File: config.mk
export PLATFORM = sky130hd
export DESIGN_NAME = key_event_ctrl
export DESIGN_NICKNAME = d
export VERILOG_FILES = /design/src/rtl/key_event_ctrl.sv
export SDC_FILE = /design/constraint.sdc
export NUM_CORES = 1
export LEC_CHECK = 0
export BUFFER_PORTS_ARGS = -buffer_cell sky130_fd_sc_hd__buf_2
export CAP_MARGIN = 30
export CORE_UTILIZATION = 30
export DETAILED_ROUTE_END_ITERATION = 10
export PLACE_DENSITY = 0.51
export SYNTH_ARGS = -nofsm -noshare
export SYNTH_HDL_FRONTEND = slang
export SYNTH_SLANG_ARGS = --single-unit
File: constraint.sdc
create_clock -name CLK -period 4.24 [get_ports CLK]
set_clock_uncertainty 0.05 [all_clocks]
set_input_delay 0.636 -clock CLK [delete_from_list [all_inputs] [get_ports CLK]]
set_output_delay 0.636 -clock CLK [all_outputs]
set_load 0.05 [all_outputs]
File: src/rtl/key_event_ctrl.sv
// key_event_ctrl: debounces raw push-buttons, turns stable presses into key events and queues them for the game core.
// Latency: key_in rise to evt_valid is DEBOUNCE_CYCLES+4 cycles when the queue is empty and no other key is pending.
// Backpressure: evt_ready low holds the head; new presses wait in pending[k], and a second press on a pending key is dropped and sets evt_overflow.
// Build option: define KEY_REPEAT_EN to add hold-to-repeat timers (REPEAT_DELAY, REPEAT_PERIOD, REPEAT_MASK).

module key_event_fifo #(
  parameter int W     = 3,
  parameter int DEPTH = 4
) (
  input  logic         clk,
  input  logic         rst_n,
  input  logic         push_vld,
  input  logic [W-1:0] push_dat,
  input  logic         pop_rdy,
  output logic         full,
  output logic         empty,
  output logic [W-1:0] head_dat
);
  localparam int AW = $clog2(DEPTH);

  // Pointers carry one extra wrap bit so full and empty are distinguishable.
  logic [AW:0]  wr_q, wr_d, rd_q, rd_d;
  logic [W-1:0] mem_q [DEPTH];
  logic [W-1:0] mem_d [DEPTH];
  logic         push_ok, pop_ok;

  // Occupancy flags, accepted push/pop and next pointer/storage values.
  always_comb begin
    empty   = (wr_q == rd_q);
    full    = (wr_q[AW] != rd_q[AW]) && (wr_q[AW-1:0] == rd_q[AW-1:0]);
    pop_ok  = pop_rdy && !empty;
    push_ok = push_vld && (!full || pop_ok);
    wr_d    = wr_q;
    rd_d    = rd_q;
    mem_d   = mem_q;
    if (push_ok) begin
      wr_d = wr_q + 1'b1;
      mem_d[wr_q[AW-1:0]] = push_dat;
    end
    if (pop_ok) begin
      rd_d = rd_q + 1'b1;
    end
    head_dat = mem_q[rd_q[AW-1:0]];
  end

  // Pointer and storage registers.
  always_ff @(posedge clk or negedge rst_n) begin
    if (!rst_n) begin
      wr_q <= '0;
      rd_q <= '0;
      for (int i = 0; i < DEPTH; i++) begin
        mem_q[i] <= '0;
      end
    end else begin
      wr_q  <= wr_d;
      rd_q  <= rd_d;
      mem_q <= mem_d;
    end
  end
endmodule

module key_event_ctrl #(
  parameter int          N_KEYS          = 5,
  parameter int          DEBOUNCE_CYCLES = 1000000,
  parameter int          FIFO_DEPTH      = 4,
  parameter int          REPEAT_DELAY    = 50000000,
  parameter int          REPEAT_PERIOD   = 10000000,
  parameter logic [15:0] REPEAT_MASK     = 16'hF
) (
  input  logic                      CLK,
  input  logic                      RST,
  input  logic [N_KEYS-1:0]         key_in,
  output logic                      evt_valid,
  input  logic                      evt_ready,
  output logic [$clog2(N_KEYS)-1:0] evt_code,
  output logic [N_KEYS-1:0]         key_state,
  output logic                      evt_overflow
);
  localparam int KW = $clog2(N_KEYS);
  localparam int CW = $clog2(DEBOUNCE_CYCLES);

  logic [N_KEYS-1:0] sync1_q, sync1_d, sync2_q, sync2_d;
  logic [N_KEYS-1:0] stable_q, stable_d, prev_q, prev_d;
  logic [N_KEYS-1:0] pending_q, pending_d;
  logic [CW-1:0]     cnt_q [N_KEYS];
  logic [CW-1:0]     cnt_d [N_KEYS];
  logic [KW-1:0]     rr_q, rr_d;
  logic              ovf_q, ovf_d;

  logic [N_KEYS-1:0] press, rpt_hit, evt_raw, grant_oh;
  logic              grant_vld, fifo_full, fifo_empty, pop;
  logic [KW-1:0]     grant_idx, idx_w, head_code;
  int                idx;

  // Two-flop synchronizer and per-key debounce: a level is accepted only after
  // the synchronized input has disagreed with it for DEBOUNCE_CYCLES edges in a row.
  always_comb begin
    sync1_d  = key_in;
    sync2_d  = sync1_q;
    stable_d = stable_q;
    prev_d   = stable_q;
    for (int k = 0; k < N_KEYS; k++) begin
      cnt_d[k] = cnt_q[k];
      if (sync2_q[k] == stable_q[k]) begin
        cnt_d[k] = '0;
      end else if (cnt_q[k] == CW'(DEBOUNCE_CYCLES - 1)) begin
        stable_d[k] = sync2_q[k];
        cnt_d[k]    = '0;
      end else begin
        cnt_d[k] = cnt_q[k] + 1'b1;
      end
    end
  end

  assign press = stable_q & ~prev_q;

`ifdef KEY_REPEAT_EN
  localparam int RPT_MAX = (REPEAT_DELAY > REPEAT_PERIOD) ? REPEAT_DELAY : REPEAT_PERIOD;
  localparam int HW      = $clog2(RPT_MAX + 1);

  // phase_q=0 waits for the first repeat (REPEAT_DELAY), phase_q=1 for later ones (REPEAT_PERIOD).
  logic [HW-1:0]     hold_q [N_KEYS];
  logic [HW-1:0]     hold_d [N_KEYS];
  logic [N_KEYS-1:0] phase_q, phase_d;

  // Hold timers: count edges while the debounced level is high, fire and restart on each repeat.
  always_comb begin
    phase_d = phase_q;
    rpt_hit = '0;
    for (int k = 0; k < N_KEYS; k++) begin
      hold_d[k]  = hold_q[k];
      rpt_hit[k] = REPEAT_MASK[k] && stable_q[k] &&
                   (phase_q[k] ? (hold_q[k] == HW'(REPEAT_PERIOD))
                               : (hold_q[k] == HW'(REPEAT_DELAY)));
      if (!stable_q[k] || !REPEAT_MASK[k]) begin
        hold_d[k]  = '0;
        phase_d[k] = 1'b0;
      end else if (rpt_hit[k]) begin
        hold_d[k]  = HW'(1);
        phase_d[k] = 1'b1;
      end else begin
        hold_d[k] = hold_q[k] + 1'b1;
      end
    end
  end

  // Hold timer registers.
  always_ff @(posedge CLK or negedge RST) begin
    if (!RST) begin
      phase_q <= '0;
      for (int k = 0; k < N_KEYS; k++) begin
        hold_q[k] <= '0;
      end
    end else begin
      phase_q <= phase_d;
      hold_q  <= hold_d;
    end
  end
`else
  logic unused_repeat_cfg;
  assign rpt_hit           = '0;
  assign unused_repeat_cfg = ^{REPEAT_MASK, REPEAT_DELAY[0], REPEAT_PERIOD[0]};
`endif

  assign evt_raw = press | rpt_hit;
  assign pop     = !fifo_empty && evt_ready;

  // Round-robin grant starting at rr_q; a grant and a new event on the same key
  // in one cycle act as clear-then-set, so only a press on a still-pending key is dropped.
  always_comb begin
    grant_vld = 1'b0;
    grant_idx = '0;
    grant_oh  = '0;
    idx       = 0;
    idx_w     = '0;
    for (int i = 0; i < N_KEYS; i++) begin
      idx = int'(rr_q) + i;
      if (idx >= N_KEYS) begin
        idx = idx - N_KEYS;
      end
      idx_w = KW'(idx);
      if (!grant_vld && pending_q[idx_w] && (!fifo_full || pop)) begin
        grant_vld       = 1'b1;
        grant_idx       = idx_w;
        grant_oh[idx_w] = 1'b1;
      end
    end
    rr_d = rr_q;
    if (grant_vld) begin
      rr_d = (grant_idx == KW'(N_KEYS - 1)) ? '0 : grant_idx + 1'b1;
    end
    pending_d = (pending_q & ~grant_oh) | evt_raw;
    ovf_d     = ovf_q || (|(evt_raw & pending_q & ~grant_oh));
  end

  // Synchronizer, debounce, pending, round-robin and overflow registers.
  always_ff @(posedge CLK or negedge RST) begin
    if (!RST) begin
      sync1_q   <= '0;
      sync2_q   <= '0;
      stable_q  <= '0;
      prev_q    <= '0;
      pending_q <= '0;
      rr_q      <= '0;
      ovf_q     <= 1'b0;
      for (int k = 0; k < N_KEYS; k++) begin
        cnt_q[k] <= '0;
      end
    end else begin
      sync1_q   <= sync1_d;
      sync2_q   <= sync2_d;
      stable_q  <= stable_d;
      prev_q    <= prev_d;
      pending_q <= pending_d;
      rr_q      <= rr_d;
      ovf_q     <= ovf_d;
      cnt_q     <= cnt_d;
    end
  end

  key_event_fifo #(
    .W     (KW),
    .DEPTH (FIFO_DEPTH)
  ) u_fifo (
    .clk      (CLK),
    .rst_n    (RST),
    .push_vld (grant_vld),
    .push_dat (grant_idx),
    .pop_rdy  (evt_ready),
    .full     (fifo_full),
    .empty    (fifo_empty),
    .head_dat (head_code)
  );

  assign evt_valid    = !fifo_empty;
  assign evt_code     = evt_valid ? head_code : '0;
  assign key_state    = stable_q;
  assign evt_overflow = ovf_q;
endmodule
Yosys cells after proc, flatten, opt, wreduce, memory -nomap -nowiden
Index checks and enable logic that the tools add are counted.
- register bits after elaboration: 147
- memory bits (read-only): 0
- output and inout port bits: 10
- bits of input ports: 8
- RAM bits: 0
- latch bits: 0
- memories kept: 0
- add/subtract/negate cells: 17
- shift operators: 0
- $lt $le $gt $ge: 18
- multiply operators: 0
- reductions and logical operators: 32
- muxes and demuxes: 58
- div/mod/pow operators: 0
- eq/ne operators: 14
- bitwise operators: 18
- operators by type and width (kind ; count):
    $mux 20 ; 10
    $add 20x1->20 const B ; 5
    $eq 20x20->1 const B ; 5
    $mux 3 ; 15
    $mux 5 ; 5
    $or 5x5->5 ; 5
    $and 5x5->5 ; 4
    $lt 3x4->1 const B ; 5
    $logic_and 1x1->1 ; 18
    $ge 4x3->1 const B ; 4
    $bmux 1 s3 ; 5
    $demux 1 s3 ; 5
    $ge 3x1->1 const B ; 5
    $mux 1 ; 15
    $sub 3x3->3 const B ; 5
    $bwmux 12 ; 1
    $not 5->5 ; 2
    $reduce_and 2->1 ; 5
    $add 3x1->3 const B ; 3
    $ge 3x3->1 const B ; 3
    $add 3x2->4 const B ; 2
    $bmux 3 s2 ; 1
    $demux 3 s2 ; 1
    $logic_not 1->1 ; 6
    other kinds (12) ; 22

Logic depth before layout (Yosys ltp)
Gate-level depths: netlist of run 1.
- word-level depth: 26
- depth in mapped cells: 18

Hierarchy
From an unflattened synthesis of run 1, not the netlist that was laid out.
- cell total of the unflattened synthesis: 882
- area total of the unflattened synthesis: 8508.2 sq um
- by module, submodules not included (module ; seq. area each (sq um) ; times used ; cells an instance ; area an instance (sq um)):
    key_event_ctrl ; 3228.1 ; 1 ; 810 ; 7423.4
    key_event_fifo ; 450.4 ; 1 ; 72 ; 1084.8

Least setup slack after synthesis of run 1
OpenSTA, ideal clock, no wires.
- path kind: register -> register
- start: reg rr_q[0]
- end: reg rr_q[2]
- cell stages (with the launch flop): 18
- slack: 0.725 ns
- arrival time: 3.388 ns
- period minus slack after synthesis: 3.515 ns
- data required time: 4.113 ns
- path through: dfrtp_1 clkinv_1 ha_1 inv_1 fa_1 nand2b_1 o221a_2 o32ai_1 or3b_4 o211ai_4 nor2_2 a22oi_2 a31oi_4 inv_1 ha_1 nor2_1 mux2i_1 a21oi_1
- cells in the longest elaborated chain, start to end: 24
- elaborated cells on any way between the ends: 55
- RTL lines (item ; line ; RTL):
    start: declaration ; 87 ; logic [KW-1:0] rr_q, rr_d;
    start signal: assignment ; 215 ; rr_q <= rr_d;
    branches (longest 21 deep; another with $add 3x1->4) ; -- ;
    $mux 3 (*) ; 182 ; if (!grant_vld && pending_q[idx_w] && (!fifo_full || pop)) begin
    net grant_idx[1] ; 92 ; logic [KW-1:0] grant_idx, idx_w, head_code;
    $add 3x1->3 or $eq 3x3->1 (tied branches) ; 190 ; rr_d = (grant_idx == KW'(N_KEYS - 1)) ? '0 : grant_idx + 1'b1;
    $mux 3 (*) ; 190 ;
Mark *: on every way through the listed nets, which the timed path passes. The select of a mux whose other input is x is not followed.
A chain may end at the register's enable or synchronous reset.

Final worst setup path of run 1
- start: reg rr_q[0]
- end: reg ovf_q (netlist: evt_overflow)
- cells in the longest elaborated chain, start to end: 26
- elaborated cells on any way between the ends: 84
- RTL lines (item ; line ; RTL):
    branches (longest 21 deep; another with $add 3x1->4) ; -- ;
    $mux 5 (*) ; 182 ;
    $not 5->5 (*) ; 193 ; ovf_d = ovf_q || (|(evt_raw & pending_q & ~grant_oh));
    $and 5x5->5 (*) ; 193 ;
    $reduce_or 5->1 (*) ; 193 ;
    $logic_or 1x1->1 (*) ; 193 ;
    net ovf_d ; 88 ; logic ovf_q, ovf_d;
    end signal: assignment ; 216 ; ovf_q <= ovf_d;
    end: declaration ; 88 ;
Marked as above.

==> results of run 1 <==
[worst min path at each step]
stage,endpoint,slack [ns],depth (start not counted),startpoint
2_1_floorplan,sync2_q[0],0.28,0,sync1_q[0]
3_3_place_gp,sync2_q[1],0.28,0,sync1_q[1]
3_5_place_dp,sync2_q[3],0.28,0,sync1_q[3]
4_1_cts,sync1_q[3],0.25,1,key_in[3]
5_1_grt,sync1_q[4],0.25,1,key_in[4]
6_report,sync1_q[3],0.27,1,key_in[3]
[power by group through the flow]
stage                     Combinational (uW)  Sequential, uW  Clock, uW
after floorplan                         3000            1690          0
after global placement                  3870            1750          0
after detailed placement                3840            1750          0
after CTS                               3850            1720       1530
after global routing                    4260            1740       1580
final                                   3880            1720       1470
[final cells by class]
| type | count | area share [%] |
|---|---|---|
| clock inverters | 13 | 1.48 |
| inverters | 34 | 1.39 |
| multi-input cells | 625 | 45.3 |
| flip-flops and latches | 147 | 40.0 |
| repair buffers | 33 | 2.54 |
| clock buffers | 18 | 4.77 |
| well taps | 335 | 4.55 |
[what timing repair did]
item	in CTS	in global routing
endpoints found under the hold margin	0	5
endpoints found under the setup margin	0	2
resized for setup	0	1
hold buffers	0	1
[synth_stat cells (all sizes together) (4+ instances only)]
master	n
mux2i	10
o32ai	4
or3	13
nor3	10
a21o	4
o211ai	4
nand2b	9
and2	8
nor4b	5
o31ai	6
nand3	48
clkbuf	13
xnor2	51
buf	14
nor2	129
ha	21
a21oi	23
nor2b	8
dfrtp	147
nand2	48
nor4	10
o21ai	26
xor2	48
and3	32
and4	6
a22oi	4
a31oi	7
inv	33
mux2	13
nand4	13
o22ai	7
[routing by layer]
metal / global-route usage [%] / part of all wire [%] / up-vias
met5: 0 / 0 / -
met4: 5.76 / 2.6 / 0
met2: 20.5 / 46 / 139
met1: 17.7 / 48 / 2931
met3: 2.31 / 3.5 / 35
li1: - / - / 2978
[through the flow]
step                      instance area, um^2  setup slack (ns)  utilization [%]
final                                    9210             0.258             35.0
after global routing                     9210             0.109             35.0
after CTS                                9170             0.157             34.9
after detailed placement                 8590             0.190             32.7
after global placement                   8590             0.264             32.7
after floorplan                          8120             0.725                -
[sequential cells by signal, indices dropped and copies added, names as in the netlist]
| register | flops |
|---|---|
| rr_q | 3 |
| u_fifo.rd_q | 3 |
| sync1_q | 5 |
| sync2_q | 5 |
| prev_q | 5 |
| key_state | 5 |
| u_fifo.mem_q | 12 |
| u_fifo.wr_q | 3 |
| pending_q | 5 |
| cnt_q | 100 |
| evt_overflow | 1 |
[kinds of logic (layout without fill, tap and decap cells)]
group | Yosys count | after routing | synth area share [%]
simple gates | 360 | 360 | 22.4
flops | 147 | 147 | 45.3
xor+xnor | 99 | 99 | 10.8
compound gates | 118 | 118 | 10.7
fa+ha+maj | 22 | 22 | 3.48
mux | 26 | 26 | 3.91
buf+inv | 61 | 98 | 3.37
[worst max-delay path, cell delays in order (launching register included)]
cell and delay (ns):
dfrtp_1 0.39, clkinv_1 0.11, ha_1 0.15, inv_1 0.04, fa_1 0.46, nand2b_1 0.25
o32ai_1 0.38, a21oi_1 0.20, nor3b_1 0.45, o31ai_1 0.16, a221o_2 0.45, nor4_1 0.52
a311oi_1 0.15, nand4_1 0.13
==> key figures, run 1 <==
Power and ir drop
  • Sw Ratio: 44.2%
  • P_sw: 3130 uW
  • Internal power: 3950 uW
  • Pleak: 0.00397 uW
  • Clock Power Share: 20.8%
  • Combinational share of power: 54.9%
  • PD cells: 769 mW/mm^2
  • Power share of the sequential group: 24.4%
  • Total power: 7080 uW
  • Maximum VDD drop: 0.375 mV

Timing
  • Setup_tns: 0 ns
  • Min Tclk post-route: 3.98 ns
  • Setup-failing EPs final: 0
  • Max-slew violation count: 0
  • Slew at the pin closest to its max-slew limit: 0.748 ns
  • Final hold viol count: 0
  • Hold_ws: 0.268 ns
  • Tcrit/Tclk final: 93.9%
  • RSZ-0062 raised after global routing: no
  • Fmax: 0.251 GHz
  • Max transition margin: 50.1%

Detailed routing
  • Wire per inst: 14.2 um
  • Iteration-0 DRC Markers: 475
  • DRT Wirelength: 17.2 mm
  • First-pass iteration count of the detailed router: 5
  • DR vias/cell: 5.05
  • Antenna-violating nets left: 0
  • # DRC: 0
  • Via Count: 6083

Clock tree
  • H-tree levels: 4
  • CTS sink cnt: 147
  • CTS max path bufs: 2
  • Setup bufs post-CTS: 0
  • Root buffer cell: clkbuf_16
  • CTS tree: done
  • Worst-path clk slew: 0.06 ns
  • Clk Latency, worst-skew pair: 0.42 ns
  • CTS Buf Count: 17

Yosys
  • Main synth FF type: dfrtp_1
  • Yosys top cell by area: dfrtp_1
  • Sequential area share after synthesis: 45.3%
  • Avg Cell Area, Syn: 9.75 um^2
  • Synth Warn #: 0
  • Share of the synthesized area in the top cell type: 45.3%
  • Post-synth EDFFs: 0
  • Ranking of synthesized cells by area: dfrtp_1 (45%), nor2_1 (5.9%), xnor2_1 (5.5%)
  • Mapped cell area: 0.00812 mm^2
  • Synth async-reset ratio: 100%
  • Cell count after synthesis: 833
  • Syn Nets: 863
  • Yosys reg bits: 147
  • Count of cell types in the netlist: 86

Placed design
  • I/O Buffers: 17
  • Gp weighted congestion: 0.910
  • Placed Cells: 1172
  • HPWL Detailed: 12.0 mm

Worst setup path
  • Crit Path Class: reg -> reg
  • Worst Setup SP: rr_q[0]
  • Critical path endpoint: evt_overflow
  • CP required: 4.53 ns
  • Worst Setup End Kind: register
  • Worst r2r src: rr_q[0]
  • Worst EP arrival: 4.27 ns
  • Flop-to-flop setup slack: 0.26 ns
  • R2R cell count: 13
  • Critical Path Fanout Max: 8
  • CP Launch Type: register
  • Worst flop-to-flop path endpoint: evt_overflow

Final layout
  • Layout cell share with drive strength beyond 1: 12.1%
  • Multi-input gate area: 0.00417 mm^2
  • N_diodes: 0
  • Commonest non-fill, non-tap cell in the layout: dfrtp_1
  • Fillers: 2690
  • Commonest cells after routing, fill and taps aside: dfrtp_1 (146), nor2_1 (128), xnor2_1 (51), nand3_1 (48), nand2_1 (48)
  • Final Non-Filler Cells: 1205
  • Sequential cell area: 0.00368 mm^2
  • Nets: 888
  • Area Overhead vs Synth: 13.3%

Global route
  • Vias in the first global route: 5983
  • Global-route wire length before repair: 29.7 mm
  • Gr ovfl total: 0
  • All-Layer GR Usage: 13.1%
  • Largest net degree at the start of global routing: 102
  • Initial antenna violation count: 0

Floorplanning
  • Starting Density: 30.9%
  • Die area: 0.0277 mm^2
  • Die width: 167 um
  • Chip Height: 167 um
  • Core area: 0.0263 mm^2
  • Number of placed I/O pins: 18
  • Rows: 59

Hold path
  • Worst Hold Class: in -> reg

Run status
  • Status: finished, final reports clean

Flow run
  • Max Cap Viol: 0
No activity file was read; power rests on OpenSTA's default activity.
==> run 2, diff against run 1 <==
--- a/config.mk
+++ b/config.mk
@@ -9,7 +9,9 @@
 export CAP_MARGIN = 30
 export CORE_UTILIZATION = 30
 export DETAILED_ROUTE_END_ITERATION = 10
+export GPL_TIMING_DRIVEN = 0
 export PLACE_DENSITY = 0.51
+export SETUP_SLACK_MARGIN = 0.15
 export SYNTH_ARGS = -nofsm -noshare
 export SYNTH_HDL_FRONTEND = slang
 export SYNTH_SLANG_ARGS = --single-unit
==> key figures, run 2 (synthesis results as in run 1) <==
Timing
  • RSZ-0062 raised after global routing: yes
  • Fmax: 0.254 GHz (+0.98%)
  • Max-slew violation count: 0 (unchanged)
  • Final hold viol count: 0 (unchanged)
  • Slew at the pin closest to its max-slew limit: 0.859 ns (+0.111 ns)
  • Max transition margin: 42.7% (-7.4 points)
  • Tcrit/Tclk final: 93.0% (-0.92 points)
  • Setup_tns: 0 ns (unchanged)
  • Min Tclk post-route: 3.94 ns (-0.0388 ns)
  • Hold_ws: 0.226 ns (-0.0416 ns)
  • Setup-failing EPs final: 0 (unchanged)

Global route
  • Global-route wire length before repair: 30.8 mm (+3.5%)
  • Vias in the first global route: 5985 (+0.033%)
  • Initial antenna violation count: 0 (unchanged)
  • All-Layer GR Usage: 13.7% (+0.56 points)
  • Gr ovfl total: 0 (unchanged)
  • Largest net degree at the start of global routing: 90 (-12%)

Placed design
  • Placed Cells: 1186 (+1.2%)
  • Gp weighted congestion: 0.872 (-4.2%)
  • Placed Area: 0.00866 mm^2 (+0.80%)
  • HPWL Detailed: 12.2 mm (+1.6%)
  • I/O Buffers: 17 (unchanged)

Hold path
  • Worst Hold Class: in -> async

Final layout
  • Area Overhead vs Synth: 14.4%
  • Final Non-Filler Cells: 1221 (+1.3%)
  • Layout cell share with drive strength beyond 1: 13.1% (+1.0 points)
  • Biggest regs: cnt_q x100, u_fifo.mem_q x12
  • Multi-input gate area: 0.00422 mm^2 (+1.3%)
  • N_diodes: 0 (unchanged)
  • Fillers: 2690 (unchanged)
  • Commonest cells after routing, fill and taps aside: dfrtp_1 (145), nor2_1 (128), xnor2_1 (51), nand3_1 (48), nand2_1 (48)
  • Commonest non-fill, non-tap cell in the layout: dfrtp_1
  • Nets: 905 (+1.9%)
  • Largest Register: cnt_q
  • Max FFs per register: 100 (unchanged)
  • Fin area: 0.00929 mm^2 (+0.92%)
  • Sequential cell area: 0.00368 mm^2 (about the same)

Worst setup path
  • Critical Path Fanout Max: 10 (+2)
  • Worst EP arrival: 4.23 ns (-0.04 ns)
  • Worst Setup End Kind: register
  • Most used cell, CP: buf_4
  • Critical path's top delay family: buffers and inverters
  • CP required: 4.53 ns (about the same)
  • WP buf/inv: 6 (+4)
  • Slowest stage delay, CP: 0.46 ns (-0.06 ns)
  • CP Launch Type: register
  • Max stage delay cell, worst path: or3_1
  • Crit Path Class: reg -> reg
  • Critical Path, Cell by Cell: buf_4, inv_1, ha_1, buf_4, buf_4, o21ai_0, a22oi_1, o21ai_0, a211oi_2, buf_4, nand2b_1, or3_1, a31oi_4, inv_1, ha_1, nor2_1, mux2i_1, a21oi_1

Run status
  • Status: finished, final reports clean

Detailed routing
  • Via Count: 6081 (-0.033%)
  • DR vias/cell: 4.98 (-1.3%)
  • DRT Wirelength: 17.6 mm (+2.4%)
  • Iteration-0 DRC Markers: 403 (-15%)
  • First-pass iteration count of the detailed router: 4 (-1)
  • Wire per inst: 14.4 um (+1.1%)
  • Antenna-violating nets left: 0 (unchanged)
  • # DRC: 0 (unchanged)

Floorplanning
  • Number of placed I/O pins: 18 (unchanged)
  • Die width: 167 um (unchanged)
  • Die area: 0.0277 mm^2 (unchanged)
  • Chip Height: 167 um (unchanged)
  • Rows: 59 (unchanged)
  • Starting Density: 30.9% (unchanged)
  • Core area: 0.0263 mm^2 (unchanged)

Power and ir drop
  • Pleak: 0.00399 uW (+0.74%)
  • Maximum VDD drop: 0.392 mV (+4.5%)
  • PD cells: 778 mW/mm^2 (+1.2%)

Clock tree
  • CTS max path bufs: 2 (unchanged)
  • Worst-path clk slew: 0.06 ns (about the same)
  • Clk Latency, worst-skew pair: 0.41 ns (about the same)
  • CTS sink cnt: 147 (unchanged)
  • Root buffer cell: clkbuf_16
  • CTS tree: done
  • H-tree levels: 4 (unchanged)
  • CTS Buf Count: 17 (unchanged)

Flow run
  • Max Cap Viol: 0 (unchanged)
[run 2: routing by layer]
metal  vias up  global-route usage [%]  share of wire (%)  wire, um
li1       3005                       -                  -         -
met4         0                    4.31                1.6       273
met3        14                    2.71                2.7       474
met5         -                       0                  0         0
met1      2973                    19.2                 50      8790
met2        89                    21.1                 46      8050
[run 2: cell type report]
class	instances	share of cell area, %
multi-input combinational	625	45.5
sequential	147	39.6
clock buffer	21	5.06
tap	335	4.51
timing repair buffer	23	1.68
buffer	27	1.63
inverter	34	1.39
clock inverter	9	0.633
[run 2: power by group]
part / leakage, uW / switching, uW / internal (uW)
registers: 0.00197 / 149 / 1560
logic: 0.00177 / 2510 / 1640
clock network: 0.000253 / 577 / 784
total: 0.00399 / 3240 / 3990
[run 2: what timing repair did]
item,in CTS,in global routing
hold endpoints to repair,0,0
pin swaps,1,1
setup buffers,1,4
endpoints found under the setup margin,4,4
gates resized for setup,7,6
hold buffers,0,0
[run 2: path summary, 6_finish.rpt]
check | startpoint | endpoint | slack, ns | cells after the start
max | rr_q[1] | rr_q[2] | 0.30 | 18
min | RST | cnt_q[53] | 0.23 | 1
max reg2reg | rr_q[1] | rr_q[2] | 0.30 | 18
min reg2reg | sync1_q[1] | sync2_q[1] | 0.30 | 0
max in group asynchronous | RST | sync1_q[4] | 3.13 | 2
min in group CLK | key_in[0] | sync1_q[0] | 0.28 | 1
[run 2: per-stage QoR]
step / setup WS, ns / power [uW] / util [%]
6_report: 0.297 / 7230 / 35.4
3_5_place_dp: -0.222 / 5620 / 33.0
3_3_place_gp: -0.242 / 5610 / 32.8
2_1_floorplan: 0.725 / 4690 / -
4_1_cts: 0.151 / 7140 / 35.1
5_1_grt: 0.120 / 7750 / 35.4
==> run 3, diff against run 2 <==
--- a/config.mk
+++ b/config.mk
@@ -5,7 +5,7 @@
 export SDC_FILE = /design/constraint.sdc
 export NUM_CORES = 1
 export LEC_CHECK = 0
-export BUFFER_PORTS_ARGS = -buffer_cell sky130_fd_sc_hd__buf_2
+export BUFFER_PORTS_ARGS = -buffer_cell sky130_fd_sc_hd__buf_4
 export CAP_MARGIN = 30
 export CORE_UTILIZATION = 30
 export DETAILED_ROUTE_END_ITERATION = 10
==> key figures, run 3 (synthesis results as in run 1) <==
Run status
  • Status: finished, final reports clean

Worst setup path
  • Worst EP arrival: 4.14 ns (-0.09 ns)
  • Critical path's top delay family: compound AO/OA/AOI/OAI gates
  • Critical Path Fanout Max: 8 (-2)
  • Worst r2r src: rr_q[0]
  • Worst Setup End Kind: register
  • Slowest stage delay, CP: 0.48 ns (+0.02 ns)
  • WP buf/inv: 3 (-3)
  • Crit Path Class: reg -> reg
  • Worst Setup SP: rr_q[0]
  • Critical Path, Cell by Cell: clkinv_2, ha_1, inv_1, fa_1, nand2b_1, o32ai_1, a21oi_1, or3b_4, o211ai_4, nor2_4, a22oi_2, a31oi_4, inv_1, ha_1, nor2_1, mux2i_1, a21oi_1
  • CP required: 4.49 ns (-0.04 ns)
  • Worst flop-to-flop path endpoint: rr_q[2]
  • Critical path endpoint: rr_q[2]
  • Flop-to-flop setup slack: 0.35 ns (+0.06 ns)
  • Max stage delay cell, worst path: fa_1
  • Levels on crit path: 17 (-1)
  • CP Launch Type: register
  • R2R cell count: 17 (-1)

Global route
  • Global-route wire length before repair: 30.1 mm (-2.0%)
  • Largest net degree at the start of global routing: 96 (+6.7%)
  • Initial antenna violation count: 0 (unchanged)
  • Gr ovfl total: 0 (unchanged)
  • All-Layer GR Usage: 13.4% (-0.30 points)
  • Vias in the first global route: 6017 (+0.53%)

Clock tree
  • CTS tree: done
  • H-tree levels: 4 (unchanged)
  • Worst-path clk slew: 0.06 ns (about the same)
  • Hold-fix buffers, CTS: 0 (unchanged)
  • CTS max path bufs: 2 (unchanged)
  • Root buffer cell: clkbuf_16
  • Clk Latency, worst-skew pair: 0.42 ns (about the same)
  • CTS sink cnt: 147 (unchanged)
  • CTS Buf Count: 17 (unchanged)

Final layout
  • Max FFs per register: 100 (unchanged)
  • Layout cell share with drive strength beyond 1: 13.3% (+0.21 points)
  • Area Overhead vs Synth: 16.7%
  • Commonest cells after routing, fill and taps aside: dfrtp_1 (144), nor2_1 (128), xnor2_1 (51), nand3_1 (48), nand2_1 (48)
  • N_diodes: 0 (unchanged)
  • Commonest non-fill, non-tap cell in the layout: dfrtp_1
  • Biggest regs: cnt_q x100, u_fifo.mem_q x12
  • Largest Register: cnt_q
  • Final Non-Filler Cells: 1222 (+0.082%)
  • Nets: 905 (unchanged)
  • Final Util: 36.1% (+0.70 points)
  • Fin area: 0.00947 mm^2 (+2.0%)

Timing
  • Max-slew violation count: 0 (unchanged)
  • Setup-failing EPs final: 0 (unchanged)
  • Slew at the pin closest to its max-slew limit: 0.506 ns (-0.353 ns)
  • Hold_ws: 0.115 ns (-0.111 ns)
  • Min Tclk post-route: 3.89 ns (-0.0564 ns)
  • Tcrit/Tclk final: 91.7% (-1.3 points)
  • Fmax: 0.257 GHz (+1.5%)
  • Max transition margin: 66.0% (+23 points)
  • Final hold viol count: 0 (unchanged)
  • RSZ-0062 raised after global routing: yes

Detailed routing
  • DR vias/cell: 4.94 (-0.77%)
  • Wire per inst: 14.3 um (-0.81%)
  • Antenna-violating nets left: 0 (unchanged)
  • DRT Wirelength: 17.5 mm (-0.73%)
  • Via Count: 6039 (-0.69%)
  • First-pass iteration count of the detailed router: 5 (+1)
  • # DRC: 0 (unchanged)
  • Iteration-0 DRC Markers: 444 (+10%)

Floorplanning
  • Starting Density: 30.9% (unchanged)
  • Core area: 0.0263 mm^2 (unchanged)
  • Chip Height: 167 um (unchanged)
  • Number of placed I/O pins: 18 (unchanged)
  • Die area: 0.0277 mm^2 (unchanged)
  • Die width: 167 um (unchanged)
  • Rows: 59 (unchanged)

Placed design
  • Placed Area: 0.00870 mm^2 (+0.46%)
  • Placed Cells: 1186 (unchanged)
  • I/O Buffers: 17 (unchanged)
  • Gp weighted congestion: 0.869 (-0.26%)
  • HPWL Detailed: 12.0 mm (-1.5%)

Power and ir drop
  • Total power: 7570 uW (+4.8%)
  • Pleak: 0.00407 uW (+1.8%)
  • Maximum VDD drop: 0.434 mV (+11%)
  • PD cells: 799 mW/mm^2 (+2.7%)

Hold path
  • Worst Hold Class: in -> async

Flow run
  • Max Cap Viol: 0 (unchanged)
[run 3: cell types whose count changed in the layout (fill, tap and decap cells not counted), moves of 2 or more]
cell / previous run / this run
buf_2: 20 / 4
buf_4: 13 / 29
bufinv_16: 0 / 4
clkbuf_8: 3 / 5
clkinv_2: 5 / 3
clkinvlp_4: 4 / 1
[run 3: area by class of cell]
cell class	count	area (um^2)
sequential	147	3680
clock buffer	23	498
tap	335	419
multi-input combinational	625	4250
timing repair buffer	23	196
fill	2652	16800
inverter	34	129
buffer	27	151
clock inverter	8	146
[run 3: layer usage]
metal / up-vias / GRT usage (%) / wire (um)
met1: 2913 / 18.2 / 8570
met5: - / 0 / 0
met2: 103 / 20.8 / 7950
li1: 2997 / - / -
met3: 26 / 2.16 / 527
met4: 0 / 6.08 / 410
[run 3: stage by stage]
step / TNS (ns) / setup WS, ns
3_3_place_gp: -0.630 / -0.201
5_1_grt: 0 / 0.132
3_5_place_dp: -0.333 / -0.154
6_report: 0 / 0.353
2_1_floorplan: 0 / 0.725
4_1_cts: 0 / 0.212
[run 3: worst register-to-register path: cells and delay by family (launching register included)]
kind / cells / cell delay (ns)
adder cells (fa/ha/maj): 3 / 0.80
AO/OA/AOI/OAI: 6 / 1.17
buffers and inverters: 3 / 0.30
flip-flops: 1 / 0.47
AND/OR/NAND/NOR: 4 / 0.85
multiplexers: 1 / 0.13
[run 3: timing repair]
action	CTS	global route
pin swaps	2	2
gates resized for setup	8	9
buffers inserted	2	3
setup endpoints to repair	4	4
[run 3: where the power goes]
| part | total [uW] | leakage (uW) | switching [uW] | internal [uW] |
|---|---|---|---|---|
| clock network | 1640 | 0.000316 | 581 | 1060 |
| registers | 1710 | 0.00197 | 143 | 1560 |
| logic | 4230 | 0.00178 | 2530 | 1700 |
[run 3: worst min-delay path by stage]
stage / startpoint / to / slack, ns / cells past startpoint
after global placement: sync1_q[0] / sync2_q[0] / 0.28 / 0
final: RST / cnt_q[51] / 0.12 / 1
after global routing: RST / cnt_q[52] / 0.15 / 1
after CTS: RST / cnt_q[51] / 0.12 / 1
after floorplan: sync1_q[0] / sync2_q[0] / 0.28 / 0
after detailed placement: sync1_q[3] / sync2_q[3] / 0.29 / 0
